[src/rtl/pipe_halt_ctrl.sv]
// pipe_halt_ctrl: halt/valid sequencer for a chain of halt-gated register
// stages. It tracks one valid bit per stage and collapses bubbles. It also
// drives the upstream ready and downstream valid signals, and runs a timed
// pipeline flush.
// Optional statistics counter: define PIPE_HALT_CTRL_STATS_EN.
//
// state    | meaning
// ---------+-----------------------------------------------------------
// ST_RUN   | normal operation, data advances into free slots
// ST_FLUSH | pipe emptied, all stages halted, counter times the flush
module pipe_halt_ctrl #(
   parameter int STAGES       = 3,
   parameter int FLUSH_CYCLES = 2,
   parameter int CNT_W        = 16
) (
   input  logic              clk,
   input  logic              arst,
   input  logic              i_valid,
   input  logic              i_ready,
   input  logic              i_flush,
   input  logic              i_stat_clr,
   output logic [STAGES-1:0] o_halt,
   output logic [STAGES-1:0] o_valid,
   output logic              o_ready,
   output logic              o_out_valid,
   output logic              o_busy,
   output logic [CNT_W-1:0]  o_stall_cnt
);

   localparam int FC_W = (FLUSH_CYCLES > 1) ? $clog2(FLUSH_CYCLES) : 1;
   localparam logic [FC_W-1:0] FC_LOAD = FC_W'(FLUSH_CYCLES - 1);

   typedef enum logic {ST_RUN, ST_FLUSH} state_t;

   state_t            state, state_nxt;
   logic [FC_W-1:0]   flush_cnt, flush_cnt_nxt;
   logic [STAGES-1:0] halt_run;
   logic [STAGES-1:0] valid_nxt;
   logic              flushing;

   // A stage halts only when it holds a word and every stage below it is
   // also blocked. Built as a running AND from the last stage upward, so
   // there is no combinational loop on halt_run itself.
   always_comb begin
      logic acc;
      halt_run = '0;
      acc      = ~i_ready;
      for (int k = STAGES - 1; k >= 0; k--) begin
         acc         = acc & o_valid[k];
         halt_run[k] = acc;
      end
   end

   // Pipe-facing outputs. A flush request blocks all transfers in the
   // same cycle, before the FSM has left RUN.
   always_comb begin
      flushing    = (state == ST_FLUSH) | i_flush;
      o_halt      = flushing ? '1 : halt_run;
      o_ready     = ~flushing & ~halt_run[0];
      o_out_valid = ~flushing & o_valid[STAGES-1];
      o_busy      = (state == ST_FLUSH);
   end

   // Next valid bits. A stage that is not halted takes the valid bit of the
   // stage above it; upstream i_valid feeds stage 0.
   always_comb begin
      logic prev;
      valid_nxt = '0;
      prev      = i_valid;
      for (int k = 0; k < STAGES; k++) begin
         valid_nxt[k] = halt_run[k] ? o_valid[k] : prev;
         prev         = o_valid[k];
      end
      if (flushing) valid_nxt = '0;
   end

   // FSM next state and flush timer. A flush request while already
   // flushing reloads the timer, which extends the flush.
   always_comb begin
      state_nxt     = state;
      flush_cnt_nxt = flush_cnt;
      case (state)
         ST_RUN: begin
            if (i_flush) begin
               state_nxt     = ST_FLUSH;
               flush_cnt_nxt = FC_LOAD;
            end
         end
         ST_FLUSH: begin
            if (i_flush) begin
               flush_cnt_nxt = FC_LOAD;
            end else if (flush_cnt == '0) begin
               state_nxt = ST_RUN;
            end else begin
               flush_cnt_nxt = flush_cnt - 1'b1;
            end
         end
         default: begin
            state_nxt     = ST_RUN;
            flush_cnt_nxt = '0;
         end
      endcase
   end

   // State, timer and valid registers.
   always_ff @(posedge clk or posedge arst) begin
      if (arst) begin
         state     <= ST_RUN;
         flush_cnt <= '0;
         o_valid   <= '0;
      end else begin
         state     <= state_nxt;
         flush_cnt <= flush_cnt_nxt;
         o_valid   <= valid_nxt;
      end
   end

`ifdef PIPE_HALT_CTRL_STATS_EN
   logic stall_evt;

   assign stall_evt = (state == ST_RUN) & o_out_valid & ~i_ready;

   // Saturating count of cycles where downstream refused a valid word.
   // A clear request wins over an increment in the same cycle.
   always_ff @(posedge clk or posedge arst) begin
      if (arst) begin
         o_stall_cnt <= '0;
      end else if (i_stat_clr) begin
         o_stall_cnt <= '0;
      end else if (stall_evt && (o_stall_cnt != '1)) begin
         o_stall_cnt <= o_stall_cnt + 1'b1;
      end
   end
`else
   logic unused_stat_clr;

   assign unused_stat_clr = i_stat_clr;
   assign o_stall_cnt     = '0;
`endif

endmodule

[config.mk]
export PLATFORM = sky130hd
export DESIGN_NAME = pipe_halt_ctrl
export DESIGN_NICKNAME = d
export VERILOG_FILES = /design/src/rtl/pipe_halt_ctrl.sv
export SDC_FILE = /design/constraint.sdc
export NUM_CORES = 1
export LEC_CHECK = 0
export BUFFER_PORTS_ARGS = -buffer_cell sky130_fd_sc_hd__buf_2
export CAP_MARGIN = 20
export CELL_PAD_IN_SITES_DETAIL_PLACEMENT = 0
export CELL_PAD_IN_SITES_GLOBAL_PLACEMENT = 1
export CORE_AREA = 2 2 43 45
export DETAILED_ROUTE_END_ITERATION = 10
export DIE_AREA = 0 0 45 47
export GPL_TIMING_DRIVEN = 0
export PLACE_DENSITY_LB_ADDON = 0.3
export SYNTH_ARGS = -nofsm -noshare
export SYNTH_HDL_FRONTEND = slang
export SYNTH_SLANG_ARGS = --single-unit
[constraint.sdc]
create_clock -name clk -period 0.97 [get_ports clk]
set_input_delay 0.097 -clock clk [delete_from_list [all_inputs] [get_ports clk]]
set_output_delay 0.097 -clock clk [all_outputs]
set_load 0.02 [all_outputs]
==> summary.md, run 1 <==
| Metric | Value |
|---|---|
| Routed vias/inst | 3.44 |
| Synth top area cells | dfrtp_1, buf_4, o21a_1 |
| Hold Startpoint | i_valid |
| Post-route design area | 698 sq um |
| P_leak | 0.390 nW |
| Yosys cell types | 13 |
| Worst R2R Path Depth | 3 |
| RD Place Congestion | 0.748 |
| DR iter-0 viols | 4 |
| Detailed Route WL | 758 microns |
| Flop2flop setup slack | 0.02 ns |
| CP Launch Point | o_valid[1] |
| Max FO, Critical Path | 3 |
| Final Hold Fails | 0 |
| Max Slew Vio Count | 0 |
| R2R Path End | o_valid[2] |
| Drt first pass iters | 2 |
| Leading area contributor after synthesis | dfrtp_1 |
| Die Wd | 45 microns |
| #FFs+latches synth | 5 |
| Crit. End Element | output port |
| Total clock sinks | 5 |
| Yosys warning total | 0 |
| Post-synthesis cell area | 365 sq um |
| Worst IR Drop VDD | 0.394 mV |
| H-tree lvl count | 1 |
| Design Power | 0.695 mW |
| DP Area | 543 sq um |
| Max-cap violations | 0 |
| Final setup margin | -0.289 ns |
| Die height | 47 microns |
| Clock root buffer | clkbuf_4 |
| Die area | 2120 sq um |
| Worst-path clk slew | 0.04 ns |
| Endpoints failing setup | 8 |
| Routed len/inst | 7.81 microns |
| Final worst-path cycle share | 130% |
| Clock Latency Late Sink | 0.24 ns |
| Worst R2R Start | o_busy |
| Worst Hold Class | in -> reg |
| Status | complete, but fails checks |
| Post-route ant nets | 0 |
| # rows | 15 |
| Unrepaired setup endpoints after global routing | yes |
| Area delta synth->final | 91.1% |
| Largest net degree at the start of global routing | 6 |
| Crit path DAT | 1.16 ns |
| FMAX | 0.794 GHz |
| Kind of launch point of the worst setup path | flop |
| Share of layout cells above drive strength 1 | 63.7% |
| Antenna Cells | 0 |
| Hold slack final | 0.0820 ns |
| Number of CTS-inserted buffers | 3 |
| CP endpoint | o_halt[0] |
| Core box area | 1650 sq um |
| Buffers added on ports | 13 |
| Pwr/cell area | 995 nW/um^2 |
| Clk buf depth | 2 |
| Seq/Total Area, Yosys | 34.2% |
| WS Path Type | reg -> out |
| Critical Path RT | 0.87 ns |
| First-pass GRT wire length | 1190 microns |
| Initial antenna violation count | 0 |
| CTS tree | built |
| # DRC | 0 |
| Post-Syn Instances | 39 |
| Number of global-route vias before repair | 302 |
| IO Pins | 31 |
| Post-DP HPWL | 560 microns |
| GRT Util Overall | 8.50% |
| Failing checks | negative setup slack |
| Initial Util | 22.1% |
| Grt ovf | 0 |
| Final-stage net count | 87 |
| Crit path time final | 1.26 ns |
| Clk_skew | 0.000652 ns |
| Syn_area_per_cell | 9.37 sq um |
| Share of the synthesized area in the top cell type | 34.2% |
| Vias | 334 |
| Final core occ | 42.3% |
-- cell families (layout without fill, tap and decap cells) --
| family | count (synthesis) | after routing | synth area share [%] |
|---|---|---|---|
| AO/OA/AOI/OAI | 6 | 6 | 11.6 |
| buffers and inverters | 19 | 45 | 36.0 |
| flip-flops | 5 | 5 | 34.2 |
| other | 1 | 16 | 1.03 |
| AND/OR/NAND/NOR | 8 | 8 | 17.1 |
-- worst max-delay path, stage by stage (launching register included) --
cell	delay, ns
dfrtp_2	0.40
and4b_2	0.25
nand2b_4	0.14
buf_6	0.12
-- report_power, final --
part	switching [mW]	leakage, nW	internal (mW)
clock network	0.0785	0.0150	0.155
logic	0.122	0.316	0.113
registers	0.00831	0.0593	0.219
-- layout make-up --
| type | count | area [sq um] |
|---|---|---|
| plain buffers | 16 | 120 |
| clock buffers | 4 | 26.3 |
| fillers | 163 | 953 |
| inverters | 3 | 11.3 |
| multi-input cells | 30 | 198 |
| flip-flops and latches | 5 | 129 |
| well taps | 17 | 21.3 |
| repair buffers | 22 | 193 |
-- synth_stat cells --
library cell,number
a21o_1,2
and2b_2,1
and3b_2,1
and4b_1,1
buf_4,16
conb_1,1
dfrtp_1,5
inv_1,3
nand2b_1,2
nor2_4,1
nor3_1,2
o21a_1,3
o21ai_0,1
-- metal layers --
layer	track usage [%]	wire (microns)	vias to the layer above
met3	3.46	87	0
met1	7.03	243	139
met2	14.9	427	20
li1	-	-	175
met4	8.82	0	0
met5	0	0	-
-- metrics by stage --
stage	cells	setup TNS (ns)	setup WS, ns
2_1_floorplan	54	-0.128	-0.0497
3_3_place_gp	84	-0.246	-0.0833
3_5_place_dp	84	-0.257	-0.0876
4_1_cts	95	-1.61	-0.298
5_1_grt	97	-2.01	-0.348
6_report	97	-1.53	-0.289
-- worst min-delay path by stage --
stage,endpoint,depth (start not counted)
floorplan,flush_cnt,1
global placement,o_valid[0],2
detailed placement,o_valid[0],2
CTS,o_valid[0],2
global route,o_valid[0],2
finish,o_valid[0],2
-- repair_timing --
item	4_1_cts	5_1_grt
endpoints found under the setup margin	7	12
pin swaps	3	2
hold buffers	1	0
endpoints found under the hold margin	5	0
resized for setup	15	4
gates cloned	0	0
buffers inserted	6	4
-- registers in the layout, indices dropped and copies added, names as in the netlist --
register / cells
o_busy: 1
flush_cnt: 1
o_valid: 3
-- layout by cell type (no fill, tap or decap) --
master,count
buf_4,22
conb_1,16
buf_6,10
buf_2,5
o21a_1,3
inv_1,3
clkbuf_4,3
dfrtp_2,3
nand2b_4,2
a21o_1,2
dfrtp_1,2
and2b_2,1
nor2_4,1
and3b_2,1
and4b_2,1
nor3_4,1
o21ai_1,1
nor3_2,1
clkbuf_1,1
dlygate4sd3_1,1
(Power assumes the default switching activity.)
==> run 2: changes to the inputs <==
--- a/config.mk
+++ b/config.mk
@@ -7,11 +7,11 @@
 export LEC_CHECK = 0
 export BUFFER_PORTS_ARGS = -buffer_cell sky130_fd_sc_hd__buf_2
 export CAP_MARGIN = 20
-export CELL_PAD_IN_SITES_DETAIL_PLACEMENT = 0
-export CELL_PAD_IN_SITES_GLOBAL_PLACEMENT = 1
-export CORE_AREA = 2 2 43 45
+export CELL_PAD_IN_SITES_DETAIL_PLACEMENT = 1
+export CELL_PAD_IN_SITES_GLOBAL_PLACEMENT = 2
+export CORE_AREA = 2 2 49 51
 export DETAILED_ROUTE_END_ITERATION = 10
-export DIE_AREA = 0 0 45 47
+export DIE_AREA = 0 0 51 53
 export GPL_TIMING_DRIVEN = 0
 export PLACE_DENSITY_LB_ADDON = 0.3
 export SYNTH_ARGS = -nofsm -noshare
==> summary.md, run 2 (synthesized netlist as in run 1, its figures left out) <==
| Metric | Value |
|---|---|
| Largest net degree at the start of global routing | 6 |
| Status | complete, but fails checks |
| Die Wd | 51 microns |
| Post-DP HPWL | 649 microns |
| Grt ovf | 0 |
| Clk_skew | 0.000268 ns |
| Critical Path RT | 0.87 ns |
| Routed vias/inst | 3.38 |
| Buffers added on ports | 13 |
| Clock Latency Late Sink | 0.23 ns |
| # DRC | 0 |
| RD Place Congestion | 0.573 |
| DP Area | 557 sq um |
| Final-stage net count | 93 |
| Final setup margin | -0.300 ns |
| Number of CTS-inserted buffers | 3 |
| GRT Util Overall | 7.88% |
| Largest register FFs | 3 |
| Initial Util | 17.0% |
| Final Hold Fails | 0 |
| Crit. End Element | output port |
| Post-route design area | 802 sq um |
| Routed len/inst | 9.19 microns |
| Worst IR Drop VDD | 0.272 mV |
| Clock root buffer | clkbuf_4 |
| Core box area | 2150 sq um |
| Die height | 53 microns |
| Max Slew Vio Count | 0 |
| Endpoints failing setup | 11 |
| Final worst-path cycle share | 131% |
| Max-cap violations | 0 |
| Total clock sinks | 5 |
| Number of global-route vias before repair | 369 |
| Share of layout cells above drive strength 1 | 68.6% |
| DR iter-0 viols | 1 |
| Pwr/cell area | 900 nW/um^2 |
| Antenna Cells | 0 |
| Crit path DAT | 1.17 ns |
| Crit path time final | 1.27 ns |
| Hold slack final | 0.0871 ns |
| Kind of launch point of the worst setup path | flop |
| Unrepaired setup endpoints after global routing | yes |
| Worst-path clk slew | 0.04 ns |
| # rows | 17 |
| Largest Register | o_valid |
| Worst Hold Class | in -> reg |
| Clk buf depth | 2 |
| Post-route ant nets | 0 |
| Area delta synth->final | 120% |
| Max FO, Critical Path | 3 |
| H-tree lvl count | 1 |
| IO Pins | 31 |
| Die area | 2700 sq um |
| CTS tree | built |
| Vias | 385 |
| P_leak | 0.439 nW |
| Drt first pass iters | 3 |
| First-pass GRT wire length | 1480 microns |
| Failing checks | negative setup slack |
| FMAX | 0.788 GHz |
| WS Path Type | reg -> out |
| Detailed Route WL | 1050 microns |
| Most frequent cells in the layout | buf_4, buf_6, conb_1, buf_2 |
| Initial antenna violation count | 0 |
| Commonest non-fill, non-tap cell in the layout | buf_4 |
[run 2: repair_timing]
item	CTS	global route
cloned	0	0
setup buffers	9	6
hold endpoints to repair	5	0
hold buffers	1	0
pin swaps	3	4
gates resized for setup	21	11
endpoints found under the setup margin	7	12
[run 2: worst max-delay path, cell delays in order, from the launching register on]
cell	delay (ns)
dfrtp_2	0.40
and4b_2	0.26
nand2b_4	0.15
buf_6	0.12
[run 2: worst paths after layout]
path,start,to,slack (ns),depth (start not counted)
hold reg to reg,flush_cnt,o_busy,0.48,1
hold / removal,i_valid,o_valid[0],0.09,2
max in group asynchronous,arst,o_busy,0.49,3
setup / recovery,o_valid[2],o_halt[0],-0.30,3
min in group asynchronous,arst,flush_cnt,0.30,3
setup reg to reg,o_valid[2],o_valid[0],-0.12,3
[run 2: layer usage]
layer | part of all wire (%) | global-route usage, % | wire length, microns | vias to the layer above
met5 | 0 | 0 | 0 | -
met4 | 2.6 | 9.46 | 27 | 0
met3 | 5.6 | 0.282 | 59 | 2
met2 | 59 | 16.0 | 616 | 19
met1 | 33 | 6.01 | 343 | 177
li1 | - | - | - | 187
[run 2: where the power goes]
group          switching (mW)  leakage (nW)  internal [mW]  total, mW
Combinational           0.135         0.365          0.133      0.268
Clock                  0.0732        0.0150          0.155      0.228
Sequential            0.00734        0.0593          0.219      0.226
[run 2: cell type report]
cell class / count / area [sq um]
multi-input cells: 30 / 208
flip-flops and latches: 5 / 129
repair buffers: 28 / 270
plain buffers: 16 / 120
clock buffers: 4 / 26.3
inverters: 3 / 13.8
fillers: 255 / 1350
well taps: 28 / 35.0
[run 2: metrics by stage]
stage / power, mW / setup slack (ns) / util [%] / setup TNS, ns / cells
after floorplan: 0.383 / -0.0497 / - / -0.128 / 54
after global placement: 0.416 / -0.0976 / 25.9 / -0.296 / 95
after detailed placement: 0.417 / -0.105 / 25.9 / -0.313 / 95
after CTS: 0.709 / -0.297 / 33.6 / -1.33 / 109
after global routing: 0.765 / -0.325 / 37.3 / -1.99 / 114
final: 0.722 / -0.300 / 37.3 / -1.61 / 114
